===== config.mk =====
export PLATFORM = sky130hd
export DESIGN_NAME = multicycle_control_unit
export DESIGN_NICKNAME = d
export VERILOG_FILES = /design/src/rtl/multicycle_control_unit.sv
export SDC_FILE = /design/constraint.sdc
export NUM_CORES = 1
export LEC_CHECK = 0
export BUFFER_PORTS_ARGS = -buffer_cell sky130_fd_sc_hd__buf_2
export CAP_MARGIN = 10
export CORE_ASPECT_RATIO = 0.9
export CORE_MARGIN = 1
export CORE_UTILIZATION = 35
export CTS_CLUSTER_DIAMETER = 60
export DETAILED_ROUTE_END_ITERATION = 10
export GPL_TIMING_DRIVEN = 0
export PLACE_DENSITY = 0.58
export SLEW_MARGIN = 10
export SYNTH_ARGS = -nofsm -noshare
export SYNTH_HDL_FRONTEND = slang
export SYNTH_SLANG_ARGS = --single-unit

===== constraint.sdc =====
create_clock -name CLK -period 3.12 [get_ports CLK]
set_clock_uncertainty 0.1 [all_clocks]
set_input_delay 0.312 -clock CLK [delete_from_list [all_inputs] [get_ports CLK]]
set_output_delay 0.312 -clock CLK [all_outputs]
set_load 0.01 [all_outputs]

===== src/rtl/multicycle_control_unit.sv =====
`default_nettype none
// +---------------------------------------------------------------------------+
// | multicycle_control_unit: MIPS multicycle sequencer                        |
// | IFETCH/DECODE/EXEC/MEM/WB/HALT with mem-wait timeout and retire counter.  |
// | Revision: 1.0                                                             |
// +---------------------------------------------------------------------------+
module multicycle_control_unit #(
  parameter int MEM_TIMEOUT = 255,
  parameter int CNT_W       = 32,
  parameter int CHECK_OVF   = 1
) (
  input  logic             CLK,
  input  logic             RST,
  input  logic             ihit,
  input  logic             dhit,
  input  logic [5:0]       opcode,
  input  logic [5:0]       funct,
  input  logic             zero,
  output logic             iren,
  output logic             dren,
  output logic             dwen,
  output logic             PC_EN,
  output logic [1:0]       PC_src,
  output logic             Ext_src,
  output logic             LUI_src,
  output logic [1:0]       portb_src,
  output logic [1:0]       RegDst,
  output logic             RegWEN,
  output logic [1:0]       MemtoReg,
  output logic [3:0]       ALU_op,
  output logic             check_over,
  output logic             halt,
  output logic             mem_err,
  output logic             illegal,
  output logic [CNT_W-1:0] instr_cnt
);
  localparam logic [5:0] OP_RTYPE = 6'h00, OP_J = 6'h02, OP_JAL = 6'h03, OP_BEQ = 6'h04,
                         OP_BNE = 6'h05, OP_ADDI = 6'h08, OP_ADDIU = 6'h09, OP_SLTI = 6'h0A,
                         OP_SLTIU = 6'h0B, OP_ANDI = 6'h0C, OP_ORI = 6'h0D, OP_XORI = 6'h0E,
                         OP_LUI = 6'h0F, OP_LW = 6'h23, OP_SW = 6'h2B, OP_HALT = 6'h3F;
  localparam logic [5:0] FN_SLL = 6'h00, FN_SRL = 6'h02, FN_JR = 6'h08, FN_ADD = 6'h20,
                         FN_ADDU = 6'h21, FN_SUB = 6'h22, FN_SUBU = 6'h23, FN_AND = 6'h24,
                         FN_OR = 6'h25, FN_XOR = 6'h26, FN_NOR = 6'h27, FN_SLT = 6'h2A,
                         FN_SLTU = 6'h2B;
  localparam logic [3:0] ALU_SLL = 4'h0, ALU_SRL = 4'h1, ALU_ADD = 4'h2, ALU_SUB = 4'h3,
                         ALU_AND = 4'h4, ALU_OR = 4'h5, ALU_XOR = 4'h6, ALU_NOR = 4'h7,
                         ALU_SLT = 4'hA, ALU_SLTU = 4'hB;
  localparam int WAIT_W = $clog2(MEM_TIMEOUT + 1);
  localparam logic [WAIT_W-1:0] c_WAIT_LAST = WAIT_W'(MEM_TIMEOUT - 1);

  typedef enum logic [2:0] {
    S_IFETCH = 3'd0, S_DECODE = 3'd1, S_EXEC = 3'd2, S_MEM = 3'd3, S_WB = 3'd4, S_HALT = 3'd5
  } state_t;

  state_t            r_state;
  logic [5:0]        r_op, r_fn;
  logic [WAIT_W-1:0] r_wait;
  logic              r_halt, r_mem_err, r_illegal;
  logic [CNT_W-1:0]  r_cnt;

  logic       w_is_r, w_fn_ok, w_op_ok, w_bad, w_imm, w_ovf, w_is_jr, w_sel_act;
  logic [3:0] w_alu;

  always_comb begin
    w_is_r  = (r_op == OP_RTYPE);
    w_is_jr = w_is_r && (r_fn == FN_JR);
    case (r_fn)
      FN_SLL, FN_SRL, FN_JR, FN_ADD, FN_ADDU, FN_SUB, FN_SUBU,
      FN_AND, FN_OR, FN_XOR, FN_NOR, FN_SLT, FN_SLTU: w_fn_ok = 1'b1;
      default:                                        w_fn_ok = 1'b0;
    endcase
    case (r_op)
      OP_RTYPE, OP_J, OP_JAL, OP_BEQ, OP_BNE, OP_ADDI, OP_ADDIU, OP_SLTI,
      OP_SLTIU, OP_ANDI, OP_ORI, OP_XORI, OP_LUI, OP_LW, OP_SW: w_op_ok = 1'b1;
      default:                                                 w_op_ok = 1'b0;
    endcase
    w_bad = !w_op_ok || (w_is_r && !w_fn_ok);
    case (r_op)
      OP_ADDI, OP_ADDIU, OP_SLTI, OP_SLTIU, OP_ANDI, OP_ORI, OP_XORI, OP_LUI: w_imm = 1'b1;
      default:                                                               w_imm = 1'b0;
    endcase
    w_ovf = (w_is_r && (r_fn == FN_ADD || r_fn == FN_SUB)) || (r_op == OP_ADDI);
    case (r_op)
      OP_RTYPE: begin
        case (r_fn)
          FN_SLL:           w_alu = ALU_SLL;
          FN_SRL:           w_alu = ALU_SRL;
          FN_SUB, FN_SUBU:  w_alu = ALU_SUB;
          FN_AND:           w_alu = ALU_AND;
          FN_OR:            w_alu = ALU_OR;
          FN_XOR:           w_alu = ALU_XOR;
          FN_NOR:           w_alu = ALU_NOR;
          FN_SLT:           w_alu = ALU_SLT;
          FN_SLTU:          w_alu = ALU_SLTU;
          default:          w_alu = ALU_ADD;
        endcase
      end
      OP_BEQ, OP_BNE: w_alu = ALU_SUB;
      OP_SLTI:        w_alu = ALU_SLT;
      OP_SLTIU:       w_alu = ALU_SLTU;
      OP_ANDI:        w_alu = ALU_AND;
      OP_ORI:         w_alu = ALU_OR;
      OP_XORI:        w_alu = ALU_XOR;
      default:        w_alu = ALU_ADD;
    endcase
  end

  // Datapath selects stay stable for the whole EXEC/MEM/WB span of one instruction.
  assign w_sel_act = (r_state == S_EXEC) || (r_state == S_MEM) || (r_state == S_WB);

  always_comb begin
    iren = 1'b0; dren = 1'b0; dwen = 1'b0; PC_EN = 1'b0; PC_src = 2'b00;
    Ext_src = 1'b0; LUI_src = 1'b0; portb_src = 2'b00; RegDst = 2'b00;
    RegWEN = 1'b0; MemtoReg = 2'b00; ALU_op = 4'h0; check_over = 1'b0;
    if (w_sel_act) begin
      Ext_src   = !(r_op == OP_ANDI || r_op == OP_ORI || r_op == OP_XORI);
      LUI_src   = (r_op == OP_LUI);
      portb_src = (w_is_r && (r_fn == FN_SLL || r_fn == FN_SRL)) ? 2'b10 :
                  (w_imm || r_op == OP_LW || r_op == OP_SW)     ? 2'b01 : 2'b00;
      RegDst    = (r_op == OP_JAL) ? 2'b10 : (w_is_r ? 2'b00 : 2'b01);
      ALU_op    = w_alu;
    end
    case (r_state)
      S_IFETCH: iren = 1'b1;
      S_DECODE: begin
        if (!w_bad && r_op == OP_J) begin
          PC_src = 2'b10; PC_EN = 1'b1;
        end else if (w_is_jr) begin
          PC_src = 2'b11; PC_EN = 1'b1;
        end
      end
      S_EXEC: begin
        check_over = w_ovf && (CHECK_OVF != 0);
        if (r_op == OP_BEQ || r_op == OP_BNE) begin
          PC_src = ((r_op == OP_BEQ) ? zero : !zero) ? 2'b01 : 2'b00;
          PC_EN  = 1'b1;
        end
      end
      S_MEM: begin
        dren  = (r_op == OP_LW);
        dwen  = (r_op == OP_SW);
        PC_EN = dhit && (r_op == OP_SW);
      end
      S_WB: begin
        check_over = w_ovf && (CHECK_OVF != 0);
        RegWEN     = 1'b1;
        PC_EN      = 1'b1;
        PC_src     = (r_op == OP_JAL) ? 2'b10 : 2'b00;
        MemtoReg   = (r_op == OP_LW) ? 2'b01 : ((r_op == OP_JAL) ? 2'b10 : 2'b00);
      end
      default: ;
    endcase
    // A reset landing mid-instruction must not retire or write anything.
    if (RST) begin
      PC_EN = 1'b0; RegWEN = 1'b0; dren = 1'b0; dwen = 1'b0;
    end
  end

  always_ff @(posedge CLK) begin
    if (RST) begin
      r_state <= S_IFETCH; r_op <= 6'h00; r_fn <= 6'h00; r_wait <= '0;
      r_halt <= 1'b0; r_mem_err <= 1'b0; r_illegal <= 1'b0; r_cnt <= '0;
    end else begin
      r_cnt <= r_cnt + CNT_W'(PC_EN);
      case (r_state)
        S_IFETCH: if (ihit) begin
          r_op <= opcode; r_fn <= funct; r_state <= S_DECODE;
        end
        S_DECODE: begin
          if (r_op == OP_HALT) begin
            r_state <= S_HALT; r_halt <= 1'b1;
          end else if (w_bad) begin
            r_state <= S_HALT; r_halt <= 1'b1; r_illegal <= 1'b1;
          end else if (r_op == OP_J || w_is_jr) r_state <= S_IFETCH;
          else if (r_op == OP_JAL)              r_state <= S_WB;
          else                                  r_state <= S_EXEC;
        end
        S_EXEC: begin
          if (r_op == OP_BEQ || r_op == OP_BNE)     r_state <= S_IFETCH;
          else if (r_op == OP_LW || r_op == OP_SW)  r_state <= S_MEM;
          else                                      r_state <= S_WB;
        end
        S_MEM: begin
          if (dhit) begin
            r_wait  <= '0;
            r_state <= (r_op == OP_LW) ? S_WB : S_IFETCH;
          end else if (r_wait == c_WAIT_LAST) begin
            r_wait <= '0; r_state <= S_HALT; r_halt <= 1'b1; r_mem_err <= 1'b1;
          end else begin
            r_wait <= r_wait + 1'b1;
          end
        end
        S_WB:    r_state <= S_IFETCH;
        default: r_state <= S_HALT;
      endcase
    end
  end

  assign halt      = r_halt;
  assign mem_err   = r_mem_err;
  assign illegal   = r_illegal;
  assign instr_cnt = r_cnt;
endmodule
`default_nettype wire


==> impl_metrics.json, run 1 <==
{
  "syn_to_final_growth_pct": 34.9,
  "worstRegToRegCells": 12,
  "multi_input_area_sq_um": 2280,
  "r2r_slack_ps": -150,
  "dp_slack_ps": -594,
  "synth_edf_count": 0,
  "max_freq_ghz": 0.305,
  "start_util_pct": 36.8,
  "violations": "negative setup slack",
  "finalPower_mw": 2.50,
  "num_vias": 3587,
  "cts_htree_levels": 3,
  "num_rows": 33,
  "cellLeakagePower_nw": 1.79,
  "io_buffers": 70,
  "drv_slew": 0,
  "synth_most_common_cell": "dfxtp_1",
  "cp_max_fo": 8,
  "grt_usage_pct": 19.8,
  "drc": 0,
  "tns_ps": -1210,
  "seq_area_sq_um": 1230,
  "clock_latency_ps": 340,
  "design_area_sq_um": 4610,
  "gp_congestion": 0.925,
  "syn-instance-count": 432,
  "whs_ps": 121,
  "clock_path_buffers": 2,
  "grt_max_degree": 11,
  "filler_cell_count": 895,
  "synthArstFlopShare_pct": 0,
  "drtIter0Drc": 134,
  "synth_common_cells": "dfxtp_1, a21oi_1, nand2_1",
  "cts.sinks": 61,
  "relSlewSlack_pct": 46.8,
  "grt_antenna_before_repair": 0,
  "final_antenna_net_count": 0,
  "dieHeight_um": 95.7,
  "finalWorstSetupSlack_ps": -154,
  "rsz0062_at_grt": "true",
  "max_cap_violations": 0,
  "cp-end-kind": "flop",
  "p_per_area_nw_per_um2": 542,
  "dpl.cell_count": 624,
  "synthTopCellsByArea": "dfxtp_1, a21oi_1, nand2_1",
  "synth_top_cell_by_area": "dfxtp_1",
  "dieArea_sq_um": 10200,
  "root_buffer": "clkbuf_8",
  "cts_buffers": 9,
  "synth-main-ff-cell": "dfxtp_1",
  "worst_pin_slew_ps": 796,
  "avgViaCountPerCell": 5.45,
  "syn-num-nets": 453,
  "die-width_um": 106,
  "layout-drive-gt1-share_pct": 30.4,
  "routed_wl_um": 9970,
  "ys_ff_latch": 61,
  "io_pins": 72,
  "gr-total-overflow": 0,
  "final_cells": 658,
  "cp.required_ps": 3290,
  "firstDrtPassIters": 4,
  "cp.arrival_ps": 3440,
  "tritoncts": "built",
  "min_path_type": "input port to flop",
  "netlist-cell-type-count": 60,
  "hold_buffers": 0,
  "period_needed_ps": 3270,
  "synth_top_area_share_pct": 35.8,
  "yosysSeqAreaShare_pct": 35.8,
  "start_kind": "flop",
  "final_util_pct": 49.6,
  "clk_pin_slew_ps": 80,
  "status": "finished with violations",
  "min_path_cells": 3,
  "hpwlAfterDp_um": 6870,
  "finish.net_count": 552,
  "grt_pass1_wl_um": 15900,
  "fin_crit_sh_pct": 105,
  "antenna_cells": 0,
  "setup_viol": 17,
  "postSynthAreaPerCell_sq_um": 7.91,
  "grt_pass1_vias": 3195,
  "irDropWorstVdd_mv": 0.261,
  "ys.warnings.count": 0,
  "path_class": "flop to flop",
  "hold_violations": 0,
  "core_area_sq_um": 9290,
  "wire_per_inst_um": 15.2,
  "dpl_cell_area_sq_um": 3990,
  "syn_area_sq_um": 3420
}
==> sequential cells by signal, summed over array words and instances (netlist names), 3 cells and up, named ones only <==
signal / flops
r_wait: 8
r_fn: 6
instr_cnt: 32
r_op: 6
r_state: 3
==> layout by cell type (no fill, tap or decap), types with 6 or more instances in the layout <==
cell type	n
dfxtp_1	56
clkbuf_1	11
o21ai_0	7
nand2_1	42
or4_1	7
nor2_1	41
a21oi_1	40
buf_4	16
nor3_1	9
nand2b_1	11
buf_2	73
inv_1	11
buf_1	6
nand4_1	9
buf_6	7
nand3_1	19
or3_1	8
xor2_1	9
or2_2	6
nor2b_1	6
xnor2_1	9
clkbuf_8	10
==> area by class of cell <==
cell class,instances,share of cell area [%]
Multi-Input combinational cell,330,49.5
Buffer,25,3.18
Tap cell,122,3.31
Inverter,11,0.896
Sequential cell,61,26.7
Timing Repair Buffer,93,12.2
Clock buffer,11,3.07
Clock inverter,5,1.09
==> logic make-up (layout without fill, tap and decap cells) <==
family	after synthesis	in the layout	share of synthesized area [%]
compound gates	102	102	19.7
xor+xnor	19	19	4.87
fa+ha+maj	4	4	1.47
buf+inv	41	145	4.91
flops	61	61	35.8
mux	3	3	0.952
simple gates	202	202	32.3
==> what timing repair did <==
item | CTS | global route
hold endpoints to repair | 0 | 0
gates resized for setup | 43 | 22
gates cloned | 0 | 1
setup buffers | 17 | 8
setup endpoints to repair | 18 | 20
pin swaps | 19 | 17
==> per-layer routing <==
metal | vias up | track usage, % | wire length, um
li1 | 1778 | - | -
met1 | 1690 | 27.0 | 4840
met2 | 105 | 31.7 | 4550
met3 | 14 | 2.84 | 431
met4 | 0 | 7.75 | 157
met5 | - | 0 | 0
==> critical path, stage by stage (launching register included) <==
cell	delay (ps)
dfxtp_4	370
or3_4	360
buf_6	140
nor4_4	310
o211ai_1	180
a31oi_2	290
ha_4	210
ha_4	130
and4_4	220
nand4_1	100
buf_6	160
or4_4	510
a21oi_2	140
==> report_power, final <==
part	leakage [nW]	internal, mW	switching (mW)	total (mW)
clock	0.103	0.385	0.307	0.693
sequential	0.497	0.850	0.0902	0.940
combinational	1.19	0.392	0.475	0.867
==> path summary, 6_finish.rpt <==
path                        start                        to
max reg2reg  r_op[5]$_SDFFE_PP0P_  instr_cnt[30]$_SDFF_PP0_
max          r_op[5]$_SDFFE_PP0P_  instr_cnt[30]$_SDFF_PP0_
min reg2reg  mem_err$_SDFFE_PP0P_      mem_err$_SDFFE_PP0P_
min                      funct[3]      r_fn[3]$_SDFFE_PP0P_
(Power assumes the default switching activity.)
==> run 2: changes to the inputs <==
- MAX_ROUTING_LAYER: unset -> met4
==> run 2 against run 1 <==
  * The run still ends with negative setup slack left
  * Critical path type unchanged
  * Flip-flop and latch count did not move
  * First-iteration DRC count rose by 12%
  * Routed wire length rose by 0.11%
  * Largest power group unchanged
  * Utilization did not move
==> impl_metrics.json, run 2 (synthesis results as in run 1) <==
{
  "violations": "negative setup slack",
  "path_class": "flop to flop",
  "cellLeakagePower_nw": 1.79,
  "avgViaCountPerCell": 5.45,
  "clk_pin_slew_ps": 80,
  "grt_max_degree": 11,
  "drv_slew": 0,
  "cts.sinks": 61,
  "dp_slack_ps": -594,
  "start_util_pct": 36.8,
  "final_antenna_net_count": 0,
  "layout_commonest_cell": "buf_2",
  "routed_wl_um": 9990,
  "tritoncts": "built",
  "seq_area_sq_um": 1230,
  "hpwlAfterDp_um": 6870,
  "dieArea_sq_um": 10200,
  "clock_path_buffers": 2,
  "drc": 0,
  "irDropWorstVdd_mv": 0.261,
  "finalWorstSetupSlack_ps": -151,
  "crit_chain": "or3_4 > buf_6 > nor4_4 > o211ai_1 > a31oi_2 > ha_4 > ha_4 > and4_4 > nand4_1 > buf_6 > or4_4 > a21oi_2",
  "root_buffer": "clkbuf_8",
  "grt_antenna_before_repair": 0,
  "largest_register_ff_count": 32,
  "die-width_um": 106,
  "dieHeight_um": 95.7,
  "layout-drive-gt1-share_pct": 30.4,
  "finish.net_count": 552,
  "gr-total-overflow": 0,
  "clock_latency_ps": 340,
  "status": "finished with violations",
  "max_freq_ghz": 0.306,
  "cp.arrival_ps": 3440,
  "cts_htree_levels": 3,
  "seqPwrFrac_pct": 37.6,
  "max_stage_delay_ps": 510,
  "p_per_area_nw_per_um2": 543,
  "grt_pass1_wl_um": 15900,
  "worst_pin_slew_ps": 804,
  "cp-end-kind": "flop",
  "power_frac_comb_pct": 34.7,
  "mostFrequentLayoutCells": "buf_2, dfxtp_1, nand2_1, nor2_1, a21oi_1",
  "grt_pass1_vias": 3194,
  "wire_per_inst_um": 15.2,
  "cp_max_fo": 8,
  "p_int_mw": 1.63,
  "whs_ps": 122,
  "min_path_type": "input port to flop",
  "period_needed_ps": 3270,
  "io_buffers": 70,
  "clkPwrFrac_pct": 27.7,
  "drtIter0Drc": 150,
  "fin_crit_sh_pct": 105,
  "hold_violations": 0,
  "cp_slowest_cell": "or4_4",
  "rsz0062_at_grt": "true",
  "cts_buffers": 9,
  "multi_input_area_sq_um": 2280,
  "max_cap_violations": 0,
  "syn_to_final_growth_pct": 34.9,
  "io_pins": 72,
  "antenna_cells": 0,
  "num_rows": 33,
  "firstDrtPassIters": 4,
  "num_vias": 3586,
  "swShare_pct": 34.9,
  "filler_cell_count": 895,
  "cp.required_ps": 3290,
  "start_kind": "flop",
  "gp_congestion": 0.941,
  "core_area_sq_um": 9290,
  "relSlewSlack_pct": 46.3,
  "grt_usage_pct": 20.4,
  "setup_viol": 17,
  "p_sw_mw": 0.874
}
run 2: per-layer routing:
metal  global-route usage, %  vias up  share of wire, %
met2                    31.7      115                45
met4                    7.75        0               1.6
met3                    2.57       16               4.6
met5                       -        -                 0
li1                        -     1781                 -
met1                    27.2     1674                49
run 2: power by group through the flow:
stage | combinational [mW] | sequential [mW] | clock [mW]
after global placement | 0.775 | 0.916 | 0
after floorplan | 0.573 | 0.906 | 0
after detailed placement | 0.774 | 0.919 | 0
after CTS | 0.824 | 0.915 | 0.705
final | 0.868 | 0.940 | 0.694
after global routing | 0.952 | 0.954 | 0.741
run 2: metrics by stage:
stage	instances	total power [mW]	instance area, sq um	utilization, %	TNS, ps
2_1_floorplan	432	1.48	3490	-	-8.72
3_3_place_gp	624	1.69	3990	43.0	-7080
3_5_place_dp	624	1.69	3990	43.0	-7220
4_1_cts	655	2.44	4490	48.3	-1420
5_1_grt	658	2.65	4610	49.6	-3030
6_report	658	2.50	4610	49.6	-1150
run 2: worst paths after layout:
check	from	end	cells past startpoint	slack, ps
setup / recovery	r_op[5]$_SDFFE_PP0P_	instr_cnt[30]$_SDFF_PP0_	12	-150
hold / removal	funct[3]	r_fn[3]$_SDFFE_PP0P_	3	120
setup reg to reg	r_op[5]$_SDFFE_PP0P_	instr_cnt[30]$_SDFF_PP0_	12	-150
hold reg to reg	mem_err$_SDFFE_PP0P_	mem_err$_SDFFE_PP0P_	2	380
run 2: critical path: cells and delay by family (launching register included):
family	cells	cell delay, ps
and+or+nand+nor	5	1500
AOI/OAI and AO/OA	3	610
DFF	1	370
adders and majority gates	2	340
buffers and inverters	2	300
run 2: what timing repair did:
action / in CTS / in global routing
resized for setup: 43 / 22
hold buffers: 0 / 0
endpoints found under the setup margin: 18 / 20
buffers inserted: 17 / 8
gates cloned: 0 / 1
pin swaps: 19 / 17
endpoints found under the hold margin: 0 / 0
run 2: cell type report:
cell class / instances / area share, %
Clock buffer: 11 / 3.07
Sequential cell: 61 / 26.7
Timing Repair Buffer: 93 / 12.2
Multi-Input combinational cell: 330 / 49.5
Tap cell: 122 / 3.31
Clock inverter: 5 / 1.09
Inverter: 11 / 0.896
Buffer: 25 / 3.18
==> run 3: changes to the inputs <==
- CORE_UTILIZATION: 35 -> 45
- PLACE_DENSITY: 0.58 -> 0.71
==> run 3 against run 2 <==
  * The flow still finishes with violations (negative setup slack)
  * Cell count is 6.1% lower
  * Non-clock buffer count is 10 lower
  * Setup slack worse by 30 ps
  * Combinational power is 6.0% lower
  * Largest cell class unchanged
==> impl_metrics.json, run 3 (synthesis results as in run 1) <==
{
  "clkPwrFrac_pct": 25.2,
  "seqPwrFrac_pct": 39.8,
  "path_class": "flop to flop",
  "dieHeight_um": 84.7,
  "gr-total-overflow": 0,
  "cts_htree_levels": 3,
  "violations": "negative setup slack",
  "wl_met2_um": 4440,
  "cp.arrival_ps": 3450,
  "clock_latency_ps": 330,
  "grt_antenna_before_repair": 0,
  "min_path_type": "input port to flop",
  "grt_max_degree": 11,
  "mostFrequentLayoutCells": "buf_2, dfxtp_1, nand2_1, nor2_1, a21oi_1",
  "swShare_pct": 36.0,
  "cellLeakagePower_nw": 1.70,
  "io_buffers": 70,
  "hpwlAfterDp_um": 6660,
  "power_frac_comb_pct": 35.0,
  "hold_violations": 0,
  "core_area_sq_um": 7180,
  "num_vias": 3612,
  "worst_pin_slew_ps": 725,
  "drv_slew": 0,
  "top_layer": "met4",
  "io_pins": 72,
  "syn_to_final_growth_pct": 29.5,
  "status": "finished with violations",
  "finalWorstSetupSlack_ps": -180,
  "dpl.cell_count": 595,
  "max_cap_violations": 0,
  "final_cells": 618,
  "final_util_pct": 61.5,
  "tritoncts": "built",
  "start_util_pct": 47.5,
  "routed_wl_um": 9550,
  "drtIter0Drc": 225,
  "cts.sinks": 61,
  "grt_usage_pct": 24.8,
  "gp_congestion": 0.899,
  "hold_buffers": 0,
  "cp.required_ps": 3270,
  "layout-drive-gt1-share_pct": 29.3,
  "tns_ps": -2130,
  "period_needed_ps": 3300,
  "routed-wl-met3_um": 523,
  "die-width_um": 93.8,
  "start_kind": "flop",
  "rsz0062_at_grt": "true",
  "p_sw_mw": 0.841,
  "cp_max_fo": 10,
  "max_freq_ghz": 0.303,
  "grt_pass1_wl_um": 15300,
  "clock_path_buffers": 2,
  "irDropWorstVdd_mv": 0.218,
  "cp-end-kind": "flop",
  "num_rows": 29,
  "setup_viol": 16,
  "wl_met1_um": 4430,
  "layout_commonest_cell": "buf_2",
  "antenna_cells": 0,
  "clk_pin_slew_ps": 70,
  "p_int_mw": 1.49,
  "firstDrtPassIters": 5,
  "wire_per_inst_um": 15.4,
  "cts_buffers": 9,
  "grt_pass1_vias": 3244,
  "relSlewSlack_pct": 51.5,
  "largest_register_ff_count": 32,
  "finish.net_count": 542,
  "root_buffer": "clkbuf_8",
  "drc": 0,
  "p_per_area_nw_per_um2": 527,
  "fin_crit_sh_pct": 106,
  "avgViaCountPerCell": 5.84,
  "finalPower_mw": 2.33,
  "dieArea_sq_um": 7940,
  "final_antenna_net_count": 0
}
==> run 3: cell count changes in the layout (fill, tap and decap cells not counted), sizes merged <==
cell and change:
buf -11, bufinv -1, clkbuf +3, clkinv -2
==> run 3: power groups by stage <==
stage               Clock (mW)  Combinational [mW]  Sequential (mW)
finish                   0.588               0.816            0.928
global route             0.634               0.896            0.936
floorplan                    0               0.573            0.906
global placement             0               0.755            0.915
CTS                      0.602               0.796            0.916
detailed placement           0               0.768            0.918
==> run 3: layout make-up <==
class / instances / area (sq um)
plain buffers: 25 / 138
fillers: 626 / 2760
clock inverters: 2 / 10.0
clock buffers: 13 / 149
well taps: 93 / 116
repair buffers: 83 / 468
inverters: 11 / 41.3
multi-input cells: 330 / 2270
flip-flops and latches: 61 / 1230
==> run 3: final timing paths <==
check | from | endpoint | slack (ps) | cells past startpoint
setup / recovery | r_fn[4]$_SDFFE_PP0P_ | instr_cnt[18]$_SDFF_PP0_ | -180 | 12
hold reg to reg | mem_err$_SDFFE_PP0P_ | mem_err$_SDFFE_PP0P_ | 370 | 2
setup reg to reg | r_fn[4]$_SDFFE_PP0P_ | instr_cnt[18]$_SDFF_PP0_ | -180 | 12
hold / removal | funct[4] | r_fn[4]$_SDFFE_PP0P_ | 150 | 3
==> run 3: timing repair <==
| action | CTS | global route |
|---|---|---|
| pin swaps | 23 | 11 |
| setup buffers | 9 | 4 |
| cloned | 0 | 0 |
| setup endpoints to repair | 18 | 18 |
| resized for setup | 33 | 21 |
==> run 3: worst max-delay path: stages (launching register included) <==
cell and delay, ps:
dfxtp_2 320, or4_4 560, nor4_4 280, o211ai_1 170
a31oi_2 310, ha_4 220, ha_4 130, and4_4 220
nand4_1 110, buf_6 160, clkbuf_16 170, or3_1 320
a21oi_2 150
==> run 3: stage by stage <==
stage               setup slack [ps]  hold WS (ps)  instance area, sq um
finish                          -180           146                  4420
floorplan                      -8.72           348                  3490
detailed placement              -614           363                  3960
CTS                             -176           131                  4300
global placement                -547           352                  3960
global route                    -261           144                  4420
==> run 3: per-layer routing <==
layer | track usage, % | up-vias
met5 | - | -
met4 | 7.27 | 0
met3 | 4.08 | 20
met2 | 39.5 | 136
met1 | 32.1 | 1691
li1 | - | 1765
